$ cat config.mk
export PLATFORM = sky130hd
export DESIGN_NAME = psum_drain_ctrl_flat
export DESIGN_NICKNAME = d
export VERILOG_FILES = /design/src/rtl/psum_pkg.sv /design/src/rtl/psum_drain_ctrl_if.sv /design/src/rtl/psum_drain_fifo.sv /design/src/rtl/psum_drain_ctrl.sv /design/src/flat_wrapper.sv
export SDC_FILE = /design/constraint.sdc
export NUM_CORES = 1
export LEC_CHECK = 0
export BUFFER_PORTS_ARGS = -buffer_cell sky130_fd_sc_hd__buf_4
export CAP_MARGIN = 20
export CORE_ASPECT_RATIO = 0.9
export CORE_MARGIN = 5
export CORE_UTILIZATION = 44
export CTS_BUF_LIST = sky130_fd_sc_hd__clkbuf_2
export DETAILED_ROUTE_END_ITERATION = 16
export PLACE_DENSITY = 0.66
export SKIP_LAST_GASP = 1
export SLEW_MARGIN = 5
export SYNTH_ARGS = -nofsm -noshare
export SYNTH_HDL_FRONTEND = slang
export SYNTH_SLANG_ARGS = --single-unit
$ cat constraint.sdc
create_clock -name clk -period 6.89 [get_ports clk]
set_clock_uncertainty 0.2 [all_clocks]
set_input_delay 1.0335 -clock clk [delete_from_list [all_inputs] [get_ports clk]]
set_output_delay 1.0335 -clock clk [all_outputs]
set_load 0.02 [all_outputs]
$ cat src/rtl/psum_pkg.sv
// Shared types and default widths for the partial-sum drain controller.
package psum_pkg;
  localparam int DATA_WIDTH = 32;
  localparam int ADDR_WIDTH = 32;

  typedef enum logic [1:0] {
    ST_IDLE  = 2'd0,
    ST_DRAIN = 2'd1,
    ST_FLUSH = 2'd2,
    ST_DONE  = 2'd3
  } drain_state_t;
endpackage

$ cat src/rtl/psum_drain_ctrl_if.sv
// Drained-word stream (valid/ready with last marker) between the drain controller and its consumer.
interface psum_drain_ctrl_if #(
  parameter int DATA_WIDTH = psum_pkg::DATA_WIDTH
);
  logic [DATA_WIDTH-1:0] o_dat;
  logic                  o_vld;
  logic                  o_last;
  logic                  i_rdy;

  modport master (output o_dat, o_vld, o_last, input i_rdy);
  modport slave  (input o_dat, o_vld, o_last, output i_rdy);
endinterface

$ cat src/rtl/psum_drain_fifo.sv
// Sync FIFO with a registered read port; count includes the word sitting in the output register.
module psum_drain_fifo #(
  parameter int WIDTH = 33,
  parameter int DEPTH = 4
) (
  input  logic                   clk,
  input  logic                   rst,
  input  logic                   push,
  input  logic [WIDTH-1:0]       din,
  input  logic                   pop,
  output logic                   full,
  output logic                   empty,
  output logic [$clog2(DEPTH):0] count,
  output logic [WIDTH-1:0]       dout,
  output logic                   dvld
);
  localparam int AW = $clog2(DEPTH);
  localparam int CW = AW + 1;

  logic [DEPTH-1:0][WIDTH-1:0] mem;
  logic [AW-1:0] wptr, rptr, rnext;
  logic          push_ok, pop_ok;
  logic [CW-1:0] cnt_n;

  assign full    = (count == CW'(DEPTH));
  assign empty   = (count == '0);
  assign pop_ok  = pop & dvld;
  assign push_ok = push & (~full | pop_ok);
  assign rnext   = rptr + AW'(1);
  assign cnt_n   = count + CW'(push_ok) - CW'(pop_ok);

  always_ff @(posedge clk) begin
    if (rst) begin
      wptr  <= '0;
      rptr  <= '0;
      count <= '0;
      dvld  <= 1'b0;
      dout  <= '0;
    end else begin
      if (push_ok) begin
        mem[wptr] <= din;
        wptr      <= wptr + AW'(1);
      end
      if (pop_ok) rptr <= rnext;
      count <= cnt_n;
      dvld  <= (cnt_n != '0);
      // Output register always mirrors the head after this cycle's update.
      if (pop_ok) begin
        if (count > CW'(1)) dout <= mem[rnext];
        else if (push_ok)   dout <= din;
      end else if (empty && push_ok) begin
        dout <= din;
      end
    end
  end
endmodule

$ cat src/rtl/psum_drain_ctrl.sv
// Partial-sum buffer port owner: IDLE pass-through for the accumulator, then a credit-limited drain.
// Optional PSUM_DRAIN_CLEAR_EN: zero each buffer word as its read data returns.
module psum_drain_ctrl #(
  parameter int DATA_WIDTH = psum_pkg::DATA_WIDTH,
  parameter int ADDR_WIDTH = psum_pkg::ADDR_WIDTH,
  parameter int REG_WIDTH  = 32,
  parameter int MEM_DELAY  = 1,
  parameter int FIFO_DEPTH = 4
) (
  input  logic                  clk,
  input  logic                  rst,
  input  logic [ADDR_WIDTH-1:0] acc_wadd,
  input  logic [ADDR_WIDTH-1:0] acc_radd,
  input  logic                  acc_wren,
  input  logic                  acc_rden,
  input  logic [DATA_WIDTH-1:0] acc_idat,
  output logic [DATA_WIDTH-1:0] acc_odat,
  output logic                  acc_oval,
  input  logic                  acc_done,
  output logic [ADDR_WIDTH-1:0] mem_wadd,
  output logic [ADDR_WIDTH-1:0] mem_radd,
  output logic                  mem_wren,
  output logic                  mem_rden,
  output logic [DATA_WIDTH-1:0] mem_idat,
  input  logic [DATA_WIDTH-1:0] mem_odat,
  input  logic                  mem_oval,
  input  logic [REG_WIDTH-1:0]  i_conf_drainlen,
  psum_drain_ctrl_if.master     drain,
  output logic                  o_busy,
  output logic                  o_drain_done,
  output logic                  o_acc_err
);
  import psum_pkg::*;

  localparam int CW = $clog2(FIFO_DEPTH) + 1;

  drain_state_t         state;
  logic                 done_q;
  logic [REG_WIDTH-1:0] len, rd_cnt, outstanding, credit;
  logic [MEM_DELAY-1:0] vld_pipe, last_pipe;
  logic [MEM_DELAY-1:0][ADDR_WIDTH-1:0] addr_pipe;

  logic                  fifo_full, fifo_empty, fifo_dvld;
  logic [CW-1:0]         fifo_cnt;
  logic [DATA_WIDTH:0]   fifo_dout;
  logic                  done_rise, issue, ret, is_last, pop;

  assign done_rise = acc_done & ~done_q;
  // Every issued read owns a FIFO slot until it is popped, so returns never overflow.
  assign credit  = outstanding + REG_WIDTH'(fifo_cnt);
  assign issue   = (state == ST_DRAIN) && (credit < REG_WIDTH'(FIFO_DEPTH)) && !fifo_full;
  assign ret     = mem_oval & vld_pipe[MEM_DELAY-1];
  assign is_last = (rd_cnt == len - REG_WIDTH'(1));
  assign pop     = fifo_dvld & drain.i_rdy;

  always_comb begin
    mem_wadd = acc_wadd;
    mem_radd = acc_radd;
    mem_wren = acc_wren;
    mem_rden = acc_rden;
    mem_idat = acc_idat;
    acc_odat = mem_odat;
    acc_oval = mem_oval;
    if (state != ST_IDLE) begin
      acc_odat = '0;
      acc_oval = 1'b0;
      mem_radd = ADDR_WIDTH'(rd_cnt);
      mem_rden = issue;
`ifdef PSUM_DRAIN_CLEAR_EN
      mem_wren = ret;
`else
      mem_wren = 1'b0;
`endif
      mem_wadd = addr_pipe[MEM_DELAY-1];
      mem_idat = '0;
    end
  end

  always_ff @(posedge clk) begin
    if (rst) begin
      vld_pipe  <= '0;
      last_pipe <= '0;
      addr_pipe <= '0;
    end else begin
      vld_pipe[0]  <= issue;
      last_pipe[0] <= is_last;
      addr_pipe[0] <= ADDR_WIDTH'(rd_cnt);
      for (int k = 1; k < MEM_DELAY; k++) begin
        vld_pipe[k]  <= vld_pipe[k-1];
        last_pipe[k] <= last_pipe[k-1];
        addr_pipe[k] <= addr_pipe[k-1];
      end
    end
  end

  always_ff @(posedge clk) begin
    if (rst) begin
      state        <= ST_IDLE;
      done_q       <= 1'b0;
      len          <= '0;
      rd_cnt       <= '0;
      outstanding  <= '0;
      o_busy       <= 1'b0;
      o_drain_done <= 1'b0;
      o_acc_err    <= 1'b0;
    end else begin
      done_q       <= acc_done;
      o_drain_done <= 1'b0;
      if (state != ST_IDLE && (acc_rden || acc_wren)) o_acc_err <= 1'b1;
      if (issue) rd_cnt <= rd_cnt + REG_WIDTH'(1);
      if (issue && !ret)      outstanding <= outstanding + REG_WIDTH'(1);
      else if (!issue && ret) outstanding <= outstanding - REG_WIDTH'(1);
      case (state)
        ST_IDLE: if (done_rise) begin
          len    <= i_conf_drainlen;
          rd_cnt <= '0;
          o_busy <= 1'b1;
          if (i_conf_drainlen == '0) begin
            state        <= ST_DONE;
            o_drain_done <= 1'b1;
          end else begin
            state <= ST_DRAIN;
          end
        end
        ST_DRAIN: if (issue && (rd_cnt + REG_WIDTH'(1) == len)) state <= ST_FLUSH;
        ST_FLUSH: if (outstanding == '0 && fifo_empty) begin
          state        <= ST_DONE;
          o_drain_done <= 1'b1;
        end
        ST_DONE: begin
          state  <= ST_IDLE;
          o_busy <= 1'b0;
        end
        default: state <= ST_IDLE;
      endcase
    end
  end

  psum_drain_fifo #(
    .WIDTH (DATA_WIDTH + 1),
    .DEPTH (FIFO_DEPTH)
  ) u_fifo (
    .clk   (clk),
    .rst   (rst),
    .push  (ret),
    .din   ({last_pipe[MEM_DELAY-1], mem_odat}),
    .pop   (pop),
    .full  (fifo_full),
    .empty (fifo_empty),
    .count (fifo_cnt),
    .dout  (fifo_dout),
    .dvld  (fifo_dvld)
  );

  assign drain.o_dat  = fifo_dout[DATA_WIDTH-1:0];
  assign drain.o_last = fifo_dout[DATA_WIDTH];
  assign drain.o_vld  = fifo_dvld;
endmodule
$ cat src/flat_wrapper.sv
// flat-port wrapper written by rule: the top's interface ports become plain ports
module psum_drain_ctrl_flat import psum_pkg::*;
#(
  parameter int DATA_WIDTH = psum_pkg::DATA_WIDTH,
  parameter int ADDR_WIDTH = psum_pkg::ADDR_WIDTH,
  parameter int REG_WIDTH  = 32,
  parameter int MEM_DELAY  = 1,
  parameter int FIFO_DEPTH = 4
)
  (clk, rst, acc_wadd, acc_radd, acc_wren, acc_rden, acc_idat, acc_odat, acc_oval, acc_done, mem_wadd, mem_radd, mem_wren, mem_rden, mem_idat, mem_odat, mem_oval, i_conf_drainlen, o_busy, o_drain_done, o_acc_err, drain_o_dat, drain_o_vld, drain_o_last, drain_i_rdy);
  psum_drain_ctrl_if #(.DATA_WIDTH(DATA_WIDTH)) drain_i ();
  input  logic clk;
  input  logic rst;
  input  logic [ADDR_WIDTH-1:0] acc_wadd;
  input  logic [ADDR_WIDTH-1:0] acc_radd;
  input  logic acc_wren;
  input  logic acc_rden;
  input  logic [DATA_WIDTH-1:0] acc_idat;
  output logic [DATA_WIDTH-1:0] acc_odat;
  output logic acc_oval;
  input  logic acc_done;
  output logic [ADDR_WIDTH-1:0] mem_wadd;
  output logic [ADDR_WIDTH-1:0] mem_radd;
  output logic mem_wren;
  output logic mem_rden;
  output logic [DATA_WIDTH-1:0] mem_idat;
  input  logic [DATA_WIDTH-1:0] mem_odat;
  input  logic mem_oval;
  input  logic [REG_WIDTH-1:0] i_conf_drainlen;
  output logic o_busy;
  output logic o_drain_done;
  output logic o_acc_err;
  output wire logic [$bits(drain_i.o_dat)-1:0] drain_o_dat;
  output wire logic [$bits(drain_i.o_vld)-1:0] drain_o_vld;
  output wire logic [$bits(drain_i.o_last)-1:0] drain_o_last;
  input wire logic [$bits(drain_i.i_rdy)-1:0] drain_i_rdy;
  assign drain_o_dat = drain_i.o_dat;
  assign drain_o_vld = drain_i.o_vld;
  assign drain_o_last = drain_i.o_last;
  assign drain_i.i_rdy = drain_i_rdy;
  psum_drain_ctrl #(.DATA_WIDTH(DATA_WIDTH), .ADDR_WIDTH(ADDR_WIDTH), .REG_WIDTH(REG_WIDTH), .MEM_DELAY(MEM_DELAY), .FIFO_DEPTH(FIFO_DEPTH)) u_core (.clk(clk), .rst(rst), .acc_wadd(acc_wadd), .acc_radd(acc_radd), .acc_wren(acc_wren), .acc_rden(acc_rden), .acc_idat(acc_idat), .acc_odat(acc_odat), .acc_oval(acc_oval), .acc_done(acc_done), .mem_wadd(mem_wadd), .mem_radd(mem_radd), .mem_wren(mem_wren), .mem_rden(mem_rden), .mem_idat(mem_idat), .mem_odat(mem_odat), .mem_oval(mem_oval), .i_conf_drainlen(i_conf_drainlen), .drain(drain_i), .o_busy(o_busy), .o_drain_done(o_drain_done), .o_acc_err(o_acc_err));
endmodule
Word-level counts from Yosys, hierarchy flattened
Cells that the tools add are included.
W data, S select, Z words.
{ "totals": {"reg_bits": 309, "in_bits": 167, "word_cells": 112} }
{ "classes": {"addsub": 9, "n_lt_le_gt_ge": 5, "eq_ne": 10, "n_mux": 32, "n_bitwise": 9, "n_reduce_logical": 27} }
{ "ops": {"columns": ["operator", "n"], "rows": [
  ["$mux W32", 9],
  ["$mux W33", 6],
  ["$bwmux W132", 1],
  ["$bmux W33 S2", 1],
  ["$demux W33 S2", 1],
  ["$add A32 B1 Y32 const B", 2],
  ["$eq A32 B32 Y1", 2],
  ["$logic_not A32 Y1", 2],
  ["$sub A32 B1 Y32 const B", 2],
  ["$add A32 B3 Y32", 1],
  ["$lt A32 B3 Y1 const B", 1],
  ["$logic_and A1 B1 Y1", 9],
  ["$mux W2", 4],
  ["$pmux W2 S4", 1],
  ["$reduce_and A2 Y1", 4],
  ["$reduce_bool A2 Y1", 4],
  ["$mux W1", 7],
  ["$lt A2 B3 Y1 const B", 2],
  ["$and A1 B1 Y1", 5],
  ["$add A2 B1 Y2 const B", 2],
  ["$eq A2 B2 Y1 const B", 2],
  ["$ne A2 B1 Y1 const B", 2],
  ["$pmux W1 S2", 2],
  ["$add A3 B1 Y3", 1],
  ["other kinds (15)", 19]
]} }

Longest topological paths before layout
Gate-level depths: netlist of the first run.
{ "logic_depth": {"depth_word": 8, "mapped_depth": 21, "ltp_nobuf": 19} }

By module
A second synthesis of the first run with hierarchy kept.
{ "hier_totals": {"hier_cells": 1840, "hier_area_um2": 17760.8} }
{ "by_module_without_submodules": {"columns": ["module", "n_inst", "cells_each", "area_each_um2", "seq_area_each_um2"], "rows": [
  ["psum_drain_ctrl", 1, 1355, 10298.6, 2722.6],
  ["psum_drain_fifo", 1, 485, 7462.2, 4784.6]
]} }

Worst setup path after synthesis of the first run
No wires, ideal clock.
{ "synth_timing": {"kind": "register -> register", "start": "register u_core.outstanding[2]", "end": "register u_core.outstanding[31]", "setup_time_ps": 121, "arrival_time_ps": 5131, "t_required_ps": 6569, "setup_slack_ps": 1438, "path_stages_with_launch": 22, "period_less_slack_ps": 5452, "path_cell_list": "dfxtp_1 > ha_1 > nand4_1 > a21o_1 > nor3_2 > o21ai_0 > and4_1 > nand4_1 > clkbuf_1 > inv_1 > ha_1 > inv_1 > ha_1 > clkbuf_1 > a21oi_1 > o21ai_0 > o41ai_1 > o22ai_1 > a21o_1 > o41ai_1 > mux2i_1 > mux2_2"} }
{ "synth_between": {"elab_chain_cells": 7, "elab_cells_between_ends": 12} }
{ "synth_lines": {"columns": ["element", "line_no", "rtl"], "rows": [
  ["start: declaration", "psum_drain_ctrl.sv:39", "logic [REG_WIDTH-1:0] len, rd_cnt, outstanding, credit;"],
  ["start signal: assignment", "psum_drain_ctrl.sv:111", "if (issue && !ret) outstanding <= outstanding + REG_WIDTH'(1);"],
  ["start signal: assignment", "psum_drain_ctrl.sv:112", "else if (!issue && ret) outstanding <= outstanding - REG_WIDTH'(1);"],
  ["$add A32 B3 Y32 *", "psum_drain_ctrl.sv:50", "assign credit = outstanding + REG_WIDTH'(fifo_cnt);"],
  ["$lt A32 B3 Y1 *", "psum_drain_ctrl.sv:51", "assign issue = (state == ST_DRAIN) && (credit < REG_WIDTH'(FIFO_DEPTH)) && !fifo_full;"],
  ["$logic_and A1 B1 Y1 * (2 in a row)", "psum_drain_ctrl.sv:51", null],
  ["named net u_core.issue", "psum_drain_ctrl.sv:46", "logic done_rise, issue, ret, is_last, pop;"],
  ["$logic_not A1 Y1", "psum_drain_ctrl.sv:112", null],
  ["$logic_and A1 B1 Y1", "psum_drain_ctrl.sv:112", null],
  ["$reduce_bool A2 Y1 (no source line)", null, null]
]} }
Mark *: on every way through the listed nets, which the timed path passes. The rest lies on a longest branch. The select of a mux whose other input is x is not followed.
A chain may end at the register's enable or synchronous reset.

Worst setup path after layout of the first run
Ends and elaborated chain as after synthesis.

==> results.toml, run 1 <==
[cts]
clockBufferDepth = 3
htree_levels = 3
clk_latency_ns = 0.94
cts.root.buffer_cell = "clkbuf_2"
ctsResizeCount = 0
numCtsBuffers = 83
clock_sinks = 309
cts.clk_slew.worst_paths_ns = 0.11
cts_tree = "done"

[sta]
tightest_slew_ns = 0.918
grt_setup_unrepaired = "false"
post-route-period-util_pct = 86.3
final_max_slew_viol_count = 0
fin_hold_ws_ns = 0.111
hold_violations = 0
setup_viol = 0
setup_ws_ns = 0.947
max_slew_margin_pct = 38.6
fmax_ghz = 0.168
fin_crit_ns = 5.94
setup-tns-final_ns = 0

[setup_path]
cp_slowest_stage_delay_ns = 0.56
cp_max_fo = 23
worst-path-buf-inv = 2
path_class = "register to register"
start_kind = "register"
worstPathRequired_ns = 7.50
critPathCaptureType = "register"
critPathSlowestCell = "ha_1"
cp_data_arrival_time_ns = 6.56
cp_top_family = "compound AO/OA/AOI/OAI gates"
cp_common_cell = "nand4_1"
crit_path_cell_trace = "ha_1 -> nand4_1 -> a21oi_2 -> nand4_1 -> nand4b_1 -> a22oi_1 -> nand4_1 -> inv_1 -> ha_2 -> inv_1 -> ha_1 -> a2111oi_0 -> a21oi_1 -> nand2_1 -> o21ai_0 -> a21o_1 -> o41ai_1 -> mux2i_1 -> mux2_2"

[place]
portBuffers = 334
dp_hpwl_mm = 34.5
place.gp.congestion = 0.926
pre_cts_ws_ns = 1.05
place_area_mm2 = 0.0199

[synthesis]
yosysSeqAreaShare_pct = 43.8
synthArstFlopShare_pct = 0
synth.avg_cell_area_um2 = 9.83
syn-num-nets = 1960
yosys_register_bits = 309
syn_inst = 1744
synth-warning-count = 0
synthTopCellsByArea = "edfxtp_1 23%, dfxtp_1 21%, mux4_2 4.3%"
yosys.area.top_type_share_pct = 23.1
synthesis.area_mm2 = 0.0171
synth_cell_type_count = 83
synth_top_area_cell = "edfxtp_1"
synth_flop_cell = "dfxtp_1"
synth_edf_count = 132

[finish]
layout-drive-gt1-share_pct = 28.6
layout_commonest_cell = "buf_4"
multiInputGateArea_mm2 = 0.00903
area_growth_pct = 21.1
final_nets = 2277
seqCellArea_mm2 = 0.00751
final_cell_mix = "348 x buf_4, 176 x dfxtp_1, 154 x nand2_1"
final_area_mm2 = 0.0208
nFillCells = 3525

[global_routing]
grt-ovfl-total = 0
grt_start_max_net_pins = 83
grt_pass1_wl_mm = 77.1
grt_pass1_vias = 14500
antenna_found_initial = 2
track_usage_pct = 22.0

[flow_run]
cap_violations = 0

[floorplan]
core-area_mm2 = 0.0385
dieArea_mm2 = 0.0430
die_h_um = 197
row_count = 68
die_w_um = 218
io_pins = 335
initial_core_util_pct = 44.6

[drt]
avgRoutedWirePerCell_um = 18.5
wl_mm = 48.9
drc = 0
antenna_left = 0
firstDrtPassIters = 5
num_vias = 14900
viasPerCell = 5.62
drt_iter0_drc = 1099

[status]
status = "completed"

[pwr]
total_power_mw = 9.43
peakVddDrop_mv = 0.297
p_leak_nw = 8.28
p_per_area_mw_per_mm2 = 454

[worst_hold_path]
min_path_type = "primary input to register"
==> worst register-to-register path, cell delays in order (launching register included) <==
cell	delay, ns
dfxtp_1	0.37
ha_1	0.35
nand4_1	0.16
a21oi_2	0.33
nand4_1	0.18
nand4b_1	0.24
a22oi_1	0.33
nand4_1	0.18
inv_1	0.09
ha_2	0.19
inv_1	0.40
ha_1	0.58
a2111oi_0	0.49
a21oi_1	0.07
nand2_1	0.16
o21ai_0	0.23
a21o_1	0.29
o41ai_1	0.38
mux2i_1	0.24
mux2_2	0.35
==> sequential cells by signal (all words and copies together) (netlist names) <==
signal	count
u_core.done_q	1
u_core.u_fifo.rptr	2
u_core.u_fifo.dvld	1
u_core.addr_pipe	32
u_core.o_busy	1
u_core.last_pipe	1
u_core.vld_pipe	1
u_core.u_fifo.count	3
u_core.u_fifo.mem	132
u_core.o_drain_done	1
u_core.len	32
u_core.u_fifo.dout	33
u_core.o_acc_err	1
u_core.outstanding	32
u_core.state	2
u_core.u_fifo.wptr	2
u_core.rd_cnt	32
==> final cells by class <==
cell class | instances | area share [%]
antenna | 1 | 0.0121
timing repair buffer | 354 | 13.0
multi-input combinational | 1275 | 43.5
clock buffer | 123 | 2.96
inverter | 38 | 0.687
tap | 525 | 3.16
sequential | 309 | 36.2
clock inverter | 26 | 0.566
==> routing by layer <==
layer / track usage [%] / part of all wire (%)
met1: 29.5 / 44
met4: 7.02 / 2.4
met5: 0 / 0.037
met3: 5.64 / 8.6
met2: 35.3 / 45
==> per-stage QoR <==
stage | util [%] | std cells
2_1_floorplan | - | 1744
3_3_place_gp | 51.9 | 2495
3_5_place_dp | 51.9 | 2495
4_1_cts | 53.9 | 2648
5_1_grt | 54.0 | 2651
6_report | 54.0 | 2651
==> worst paths after layout <==
kind | start | slack [ns] | endpoint | cells after the start
max | u_core.outstanding[2]$_SDFFE_PP0P_ | 0.95 | u_core.outstanding[31]$_SDFFE_PP0P_ | 19
min | mem_odat[30] | 0.11 | u_core.u_fifo.mem[63]$_DFFE_PP_ | 1
max reg2reg | u_core.outstanding[2]$_SDFFE_PP0P_ | 0.95 | u_core.outstanding[31]$_SDFFE_PP0P_ | 19
min reg2reg | u_core.len[15]$_SDFFE_PP0P_ | 0.28 | u_core.len[15]$_SDFFE_PP0P_ | 2
==> cells in the mapped netlist, types with 37 or more instances <==
library cell and number:
dfxtp_1 177, nand2_1 154, edfxtp_1 132, nor2_1 119, a21oi_1 116, clkbuf_1 93, and2_1 76, xnor2_1 67
mux2_2 64, o21ai_0 62, ha_1 47, a211oi_1 46, nor3_1 46, mux2i_1 45, nor2b_1 40, inv_1 37
==> kinds of logic (layout without fill, tap and decap cells) <==
group / after synthesis / count (layout) / share of synthesized area, %
AND/OR/NAND/NOR: 652 / 652 / 20.2
AO/OA/AOI/OAI: 337 / 337 / 12.5
flip-flops: 309 / 309 / 43.8
buffers and inverters: 160 / 541 / 3.74
multiplexers: 143 / 143 / 11.3
XOR/XNOR: 94 / 94 / 4.80
adder cells (fa/ha/maj): 49 / 49 / 3.66
other: 0 / 1 / 0
==> where the power goes <==
group          internal, mW  total (mW)  switching, mW
clock network         0.480        1.26          0.777
registers              2.09        2.34          0.247
logic                  2.49        5.83           3.34
==> what timing repair did <==
item,4_1_cts,5_1_grt
buffers inserted,0,0
hold endpoints to repair,7,0
hold buffers,4,0
Power figures use the tool's default switching activity.
==> run 2: changes to the inputs <==
--- a/config.mk
+++ b/config.mk
@@ -13,4 +13,5 @@
 export CTS_BUF_LIST = sky130_fd_sc_hd__clkbuf_2
 export DETAILED_ROUTE_END_ITERATION = 16
+export MAX_ROUTING_LAYER = met4
 export PLACE_DENSITY = 0.66
 export SKIP_LAST_GASP = 1
--- a/constraint.sdc
+++ b/constraint.sdc
@@ -3,3 +3,3 @@
 set_input_delay 1.0335 -clock clk [delete_from_list [all_inputs] [get_ports clk]]
 set_output_delay 1.0335 -clock clk [all_outputs]
-set_load 0.02 [all_outputs]
+set_load 0.01 [all_outputs]
==> run 2 against run 1 <==
Against the previous run:
- sequential share of layout area fell by 0.10 points
- die area did not move
- critical path depth rose by 1
- global-route usage rose by 0.34 points
- worst hold slack improved by 0.018 ns
- clock power rose by 3%
- highest routed layer is now met4
- core utilization rose by 0.15 points
- setup slack improved by 0.0018 ns
- sequential power barely moved
- critical path type unchanged
==> results.toml, run 2 (same netlist as run 1, synthesis figures left out) <==
[setup_path]
worstReg2RegStart = "u_core.outstanding[2]$_SDFFE_PP0P_"
cp_max_fo = 18
path_class = "register to register"
r2r_cells = 20
worstPathRequired_ns = 7.51
critPathCaptureType = "register"
cp_data_arrival_time_ns = 6.56
start_kind = "register"
timing.rr.end = "u_core.outstanding[31]$_SDFFE_PP0P_"
r2r_slack_ns = 0.95

[sta]
tightest_slew_ns = 0.934
fin_crit_ns = 5.94
grt_setup_unrepaired = "false"
fmax_ghz = 0.168
setup-tns-final_ns = 0
max_slew_margin_pct = 37.5
setup_viol = 0
final_max_slew_viol_count = 0
hold_violations = 0
setup_ws_ns = 0.949
post-route-period-util_pct = 86.2

[cts]
clock_sinks = 309
ctsResizeCount = 0
cts.clk_slew.worst_paths_ns = 0.11
clockBufferDepth = 3
htree_levels = 3
cts.root.buffer_cell = "clkbuf_2"
cts_tree = "done"
postCtsSetupBuffers = 0
clk_latency_ns = 0.94
numCtsBuffers = 81
hold_buffers = 6

[finish]
seqCellArea_mm2 = 0.00751
final_cell_mix = "349 x buf_4, 176 x dfxtp_1, 154 x nand2_1"
nFillCells = 3526
multiInputGateArea_mm2 = 0.00903
largest_register = "u_core.u_fifo.mem"
largest_reg_flops = 132
layout-drive-gt1-share_pct = 28.3
top_regs = "u_core.u_fifo.mem x132, u_core.u_fifo.dout x33"
area_growth_pct = 21.4
layout_commonest_cell = "buf_4"
final_nets = 2278

[floorplan]
row_count = 68
io_pins = 335
dieArea_mm2 = 0.0430
die_w_um = 218
die_h_um = 197
core-area_mm2 = 0.0385
initial_core_util_pct = 44.6

[global_routing]
grt_start_max_net_pins = 81
antenna_found_initial = 1
grt-ovfl-total = 0
grt_pass1_vias = 14300
grt_pass1_wl_mm = 76.2
track_usage_pct = 22.4

[place]
pre_cts_ws_ns = 1.02
dp_hpwl_mm = 34.6
place.gp.congestion = 0.937
portBuffers = 334

[worst_hold_path]
whs_endpoint = "u_core.u_fifo.mem[43]$_DFFE_PP_"
min_path_type = "primary input to register"
holdPathStages = 1
hold_path_startpoint = "mem_odat[10]"

[pwr]
peakVddDrop_mv = 0.333
intPower_mw = 5.11
p_leak_nw = 8.30
p_clk_share_pct = 14.1
p_per_area_mw_per_mm2 = 442
pwr-share-seq_pct = 25.4
combinationalPowerShare_pct = 60.5
p_sw_mw = 4.09
swShare_pct = 44.5

[drt]
wl_mm = 48.2
viasPerCell = 5.49
num_vias = 14500
firstDrtPassIters = 6
avgRoutedWirePerCell_um = 18.2
antenna_left = 0
drt_iter0_drc = 1093
drc = 0

[flow_run]
cap_violations = 0

[status]
status = "completed"
run 2: changes by cell type in the layout (fill, tap and decap cells not counted), sizes merged:
cell         delta
buf             +1
clkbuf          -9
clkinvlp        -1
bufinv          +2
clkinv          +4
inv             +1
dlygate4sd3     +2
run 2: layout make-up:
cell class	count	area share, %
antenna	1	0.0120
clock buffer	114	2.74
clock inverter	32	0.931
inverter	38	0.685
multi-input combinational	1275	43.4
sequential	309	36.1
tap	525	3.15
timing repair buffer	357	13.1
run 2: power by group through the flow:
stage,registers (mW),clock network (mW),logic (mW)
2_1_floorplan,2.31,0,4.06
3_3_place_gp,2.37,0,5.49
3_5_place_dp,2.38,0,5.52
4_1_cts,2.33,1.36,5.55
5_1_grt,2.37,1.45,6.20
6_report,2.34,1.30,5.57
run 2: worst max path at each step:
stage                                            start                                  end
floorplan           u_core.outstanding[2]$_SDFFE_PP0P_  u_core.outstanding[31]$_SDFFE_PP0P_
global placement    u_core.outstanding[2]$_SDFFE_PP0P_  u_core.outstanding[31]$_SDFFE_PP0P_
detailed placement  u_core.outstanding[2]$_SDFFE_PP0P_  u_core.outstanding[31]$_SDFFE_PP0P_
CTS                 u_core.outstanding[2]$_SDFFE_PP0P_  u_core.outstanding[31]$_SDFFE_PP0P_
global route        u_core.outstanding[2]$_SDFFE_PP0P_  u_core.outstanding[31]$_SDFFE_PP0P_
finish              u_core.outstanding[2]$_SDFFE_PP0P_  u_core.outstanding[31]$_SDFFE_PP0P_
run 2: metrics by stage:
stage	power (mW)	instances	area [um2]	utilization (%)	hold WS (ns)
2_1_floorplan	6.36	1744	17100	-	0.249
6_report	9.20	2651	20800	54.1	0.130
3_3_place_gp	7.85	2496	20000	51.9	0.257
5_1_grt	10.0	2651	20800	54.1	0.00457
4_1_cts	9.24	2648	20800	54.0	0.000761
3_5_place_dp	7.90	2496	20000	51.9	0.261
run 2: metal layers:
layer | part of all wire, % | vias to the layer above | track usage [%] | wire length, um
met1 | 45 | 6808 | 30.3 | 21500
met3 | 7.4 | 79 | 4.58 | 3560
met5 | 0 | - | - | 0
li1 | - | 7113 | - | -
met4 | 1.9 | 0 | 6.14 | 898
met2 | 46 | 543 | 34.4 | 22300
run 2: worst max-delay path, stage by stage, from the launching register on:
cell      delay, ns
dfxtp_1        0.36
ha_1           0.34
nand4_1        0.17
a21oi_2        0.35
nand4_1        0.17
nor2b_1        0.19
a211oi_1       0.34
nand4_1        0.16
inv_1          0.09
ha_2           0.21
inv_1          0.30
buf_4          0.34
ha_1           0.38
a21oi_1        0.16
o21ai_0        0.12
o41ai_1        0.56
o22ai_1        0.15
a21o_1         0.24
o41ai_1        0.39
mux2i_1        0.24
mux2_2         0.34
